$ cat src/rtl/imm_stage.sv
// rtl/imm_stage.sv - Decode-stage immediate sequencer driving the shared extender; optional IMM_ILLEGAL_EN adds the Illegal output
module imm_stage (
    input  logic        clk,
    input  logic        rst_n,
    input  logic [31:0] InstrIn,
    input  logic        ValidIn,
    input  logic        Stall,
    input  logic        Flush,
    output logic [15:0] ExtIn,
    output logic [1:0]  ExtOp,
    input  logic [31:0] ExtOut,
    output logic [31:0] ImmOut,
    output logic [31:0] InstrOut,
    output logic        ValidOut,
`ifdef IMM_ILLEGAL_EN
    output logic        Illegal,
`endif
    output logic        ImmUsed
);

    typedef enum logic {
        EMPTY  = 1'b0,
        LOADED = 1'b1
    } state_e;

    localparam logic [1:0] EXT_SIGN  = 2'b00;
    localparam logic [1:0] EXT_ZERO  = 2'b01;
    localparam logic [1:0] EXT_UPPER = 2'b10;
    localparam logic [1:0] EXT_BRANCH = 2'b11;

    state_e      state_q, state_d;
    logic [31:0] imm_q, imm_d;
    logic [31:0] instr_q, instr_d;
    logic        used_q, used_d;
    logic [5:0]  opcode;
    logic [1:0]  ext_op;
    logic        is_imm;
`ifdef IMM_ILLEGAL_EN
    logic        is_illegal;
    logic        illegal_q, illegal_d;
`endif

    assign opcode = InstrIn[31:26];
    assign ExtIn  = InstrIn[15:0];
    assign ExtOp  = ext_op;

    // Opcode decode: extender mode, whether an immediate is consumed, and illegal detection
    always_comb begin
        ext_op = EXT_SIGN;
        is_imm = 1'b0;
`ifdef IMM_ILLEGAL_EN
        is_illegal = 1'b0;
`endif
        case (opcode)
            6'h08, 6'h09, 6'h0A, 6'h0B,
            6'h20, 6'h21, 6'h23, 6'h24, 6'h25,
            6'h28, 6'h29, 6'h2B: begin
                ext_op = EXT_SIGN;
                is_imm = 1'b1;
            end
            6'h0C, 6'h0D, 6'h0E: begin
                ext_op = EXT_ZERO;
                is_imm = 1'b1;
            end
            6'h0F: begin
                ext_op = EXT_UPPER;
                is_imm = 1'b1;
            end
            6'h01, 6'h04, 6'h05, 6'h06, 6'h07: begin
                ext_op = EXT_BRANCH;
                is_imm = 1'b1;
            end
            6'h00, 6'h02, 6'h03: begin
                ext_op = EXT_SIGN;
                is_imm = 1'b0;
            end
            default: begin
                ext_op = EXT_SIGN;
                is_imm = 1'b0;
`ifdef IMM_ILLEGAL_EN
                is_illegal = 1'b1;
`endif
            end
        endcase
    end

    // Next-state: flush beats stall; an invalid input loads a bubble just like a flush
    always_comb begin
        state_d = state_q;
        imm_d   = imm_q;
        instr_d = instr_q;
        used_d  = used_q;
`ifdef IMM_ILLEGAL_EN
        illegal_d = illegal_q;
`endif
        if (Flush || (!Stall && !ValidIn)) begin
            state_d = EMPTY;
            imm_d   = 32'h0;
            instr_d = 32'h0;
            used_d  = 1'b0;
`ifdef IMM_ILLEGAL_EN
            illegal_d = 1'b0;
`endif
        end else if (!Stall) begin
            state_d = LOADED;
            imm_d   = is_imm ? ExtOut : 32'h0;
            instr_d = InstrIn;
            used_d  = is_imm;
`ifdef IMM_ILLEGAL_EN
            illegal_d = is_illegal;
`endif
        end
    end

    // ID/EX boundary registers; reset clears them without waiting for a clock
    always_ff @(posedge clk or negedge rst_n) begin
        if (!rst_n) begin
            state_q <= EMPTY;
            imm_q   <= 32'h0;
            instr_q <= 32'h0;
            used_q  <= 1'b0;
`ifdef IMM_ILLEGAL_EN
            illegal_q <= 1'b0;
`endif
        end else begin
            state_q <= state_d;
            imm_q   <= imm_d;
            instr_q <= instr_d;
            used_q  <= used_d;
`ifdef IMM_ILLEGAL_EN
            illegal_q <= illegal_d;
`endif
        end
    end

    assign ValidOut = (state_q == LOADED);
    assign ImmOut   = imm_q;
    assign InstrOut = instr_q;
    assign ImmUsed  = used_q;
`ifdef IMM_ILLEGAL_EN
    assign Illegal  = illegal_q;
`endif

endmodule

$ cat config.mk
export PLATFORM = sky130hd
export DESIGN_NAME = imm_stage
export DESIGN_NICKNAME = d
export VERILOG_FILES = /design/src/rtl/imm_stage.sv
export SDC_FILE = /design/constraint.sdc
export NUM_CORES = 1
export LEC_CHECK = 0
export CAP_MARGIN = 0
export CORE_MARGIN = 10
export CORE_UTILIZATION = 34
export DETAILED_ROUTE_END_ITERATION = 10
export GPL_TIMING_DRIVEN = 0
export PLACE_DENSITY = 0.85
export SYNTH_ARGS = -nofsm -noshare
export SYNTH_HDL_FRONTEND = slang
export SYNTH_SLANG_ARGS = --single-unit
$ cat constraint.sdc
create_clock -name clk -period 0.8 [get_ports clk]
set_input_delay 0.16 -clock clk [delete_from_list [all_inputs] [get_ports clk]]
set_output_delay 0.16 -clock clk [all_outputs]
set_load 0.01 [all_outputs]
==> summary.txt <==
Outcome
  – Status: complete, but fails checks
  – Failing checks: hold timing, setup timing

Critical path
  – CP Max Fanout: 6
  – Register-to-Register Path Depth: 3
  – Worst setup EP type: flop
  – Setup CP Type: in2reg
  – Req. time, crit path: 1060 ps
  – Worst EP arrival: 1320 ps
  – Worst Setup Start Kind: input pin

Pwr
  – Combinational power share: 0.178
  – Worst vdd ir: 0.905 mV
  – Psw: 1.74 mW
  – Reg power frac: 0.467
  – Clk network pwr share: 0.356
  – Sw frac: 0.232
  – Pint: 5.75 mW
  – Total design power: 7.49 mW
  – Leak: 2.58 nW
  – P per Cell Area: 1490 mW/mm2

Synth
  – Sequential share of the synthesized area: 0.645
  – Syn Nets: 250
  – Number of flops mapped to enable cells by yosys: 0
  – Synth unique cells: 22
  – Async set or reset register ratio after synthesis: 1.00
  – Cells after Synth: 181
  – Main flop type after synthesis: dfrtp_1
  – Syn. warnings: 0
  – Syn_area_per_cell: 14.2 um2
  – Yosys reg bits: 66
  – Mapped Area: 0.00256 mm2

STA
  – Slew margin rel.: 0.454
  – Fin crit period: 1060 ps
  – Final hold slack: -65.7 ps
  – Worst slew pin tran: 819 ps
  – Final Hold Fails: 66
  – RSZ-0062 raised after global routing: yes
  – Highest Clock Rate: 941 MHz
  – Final setup vio count: 126
  – Tcrit/Tclk final: 1.33
  – Fin. max-slew vios: 0
  – Worst Skew: 0 ps
  – Final WS setup: -263 ps
  – Setup TNS: -22070 ps

Die
  – Site Rows: 31
  – DIE HEIGHT: 107 um
  – Die X: 107 um
  – Core area: 0.00729 mm2
  – Initial Util: 0.351
  – I/O Pins: 153
  – Total die area: 0.0114 mm2

Clock tree
  – CTS HTree Levels: 3
  – TritonCTS buffer count: 9
  – Worst-skew pair later-pin latency: 320 ps
  – CTS tree: built
  – Root buffer cell: clkbuf_8
  – Clock transition at the registers of the reported paths: 70 ps
  – Clock Sinks: 66
  – Clock tree buffer depth: 2

Drt
  – Initial DRT Pass Iterations: 4
  – Starting DRT DRC Count: 41
  – Vias: 2395
  – Post-route ant nets: 0
  – Via/cell ratio: 4.82
  – Avg WL per Cell: 19.4 um
  – Number of remaining DRC errors: 0
  – WL final: 9.64 mm

Placed design
  – GP Congestion: 0.733
  – HPWL after DPL: 6.77 mm
  – Post-placement setup slack: -1180 ps
  – I/O Buffers: 152

Layout
  – Most frequent cells in the layout: buf_6, dfrtp_1, a22o_1
  – Share of cells above drive strength 1: 0.497
  – Nets: 463
  – Util after Layout: 0.690
  – Diode count: 0
  – P&R area growth vs syn: 96.4%
  – # fillers: 544
  – Sequential cell area: 0.00165 mm2
  – Area of the multi-input gates: 785 um2
  – Leading cell type in the layout, fill and taps excluded: buf_6

Global route
  – Number of global-route vias before repair: 2696
  – First-pass GRT wire length: 14.7 mm
  – Initial antenna violation count: 0
  – Overall Global Routing Usage: 0.162
  – Total congestion overflow: 0
  – Largest net degree at the start of global routing: 67

Min path
  – Hold WC Path Type: in2async

Run
  – Max_cap viols: 0
logic make-up (layout without fill, tap and decap cells):
group | Yosys count | in the layout | synth area share
simple gates | 12 | 12 | 0.0273
flops | 66 | 66 | 0.645
buf+inv | 31 | 248 | 0.0796
compound gates | 71 | 71 | 0.245
mux | 1 | 1 | 0.00391
final timing paths:
| path | startpoint | endpoint | slack (ps) |
|---|---|---|---|
| worst min register to register | ImmUsed | ImmUsed | 510 |
| worst max register to register | ImmOut[31] | ImmOut[31] | -140 |
| max in group asynchronous | rst_n | ImmOut[23] | 330 |
| min in group clk | Flush | ValidOut | 100 |
| worst max-delay path | InstrIn[28] | ImmOut[15] | -260 |
| worst min-delay path | rst_n | InstrOut[9] | -70 |
worst max-delay path, cell delays in order:
cell and delay (ps):
buf_12 110, nand2b_4 120, a221o_1 330, a21oi_4 190, buf_12 160, clkbuf_16 140
a22o_1 110
area by class of cell:
| class | count | share of cell area |
|---|---|---|
| timing repair buffer | 203 | 0.394 |
| sequential | 66 | 0.328 |
| multi-input combinational | 84 | 0.156 |
| buffer | 28 | 0.0592 |
| clock buffer | 12 | 0.0288 |
| tap | 99 | 0.0246 |
| clock inverter | 3 | 0.00796 |
| inverter | 2 | 0.00149 |
power groups by stage:
stage / sequential [mW] / clock, mW / combinational, mW
after global routing: 3.50 / 2.89 / 1.42
after CTS: 3.48 / 2.74 / 1.26
after floorplan: 3.58 / 0 / 0.316
after global placement: 3.54 / 0 / 1.14
final: 3.49 / 2.66 / 1.33
after detailed placement: 3.54 / 0 / 1.16
layer usage:
layer / vias up / part of all wire / wire length, um / global-route usage
met2: 103 / 0.51 / 4930 / 0.284
met1: 1191 / 0.40 / 3880 / 0.178
met3: 6 / 0.080 / 769 / 0.0629
met4: 0 / 0.0064 / 62 / 0.0435
li1: 1095 / - / - / -
met5: - / 0 / 0 / 0
stage by stage:
| stage | instance area, um2 | instances | hold slack [ps] |
|---|---|---|---|
| finish | 5030 | 497 | -65.7 |
| global route | 5030 | 497 | -11.4 |
| CTS | 4730 | 479 | -40.4 |
| detailed placement | 4280 | 432 | 313 |
| global placement | 4280 | 432 | 463 |
| floorplan | 2640 | 181 | -136 |
sequential cells by signal, indices dropped and copies added (netlist names):
| register | flops |
|---|---|
| InstrOut | 32 |
| ImmUsed | 1 |
| ImmOut | 32 |
| ValidOut | 1 |
synth_stat cells, types with 2 or more instances:
master / n / area [um2]
a21oi_1: 2 / 10.0
a22o_1: 63 / 552
buf_2: 4 / 20.0
buf_4: 16 / 120
buf_6: 3 / 33.8
clkbuf_1: 6 / 22.5
dfrtp_1: 66 / 1650
inv_1: 2 / 7.51
nand2_1: 3 / 11.3
nand2b_1: 2 / 12.5
nor2b_1: 2 / 12.5
nor3_1: 2 / 10.0
what timing repair did:
action	CTS	global route
resized for setup	488	37
gates cloned	5	1
buffers inserted	28	25
endpoints found under the hold margin	66	23
pin swaps	26	18
setup endpoints to repair	150	134
Note: power is estimated with default switching activity, not from simulation.
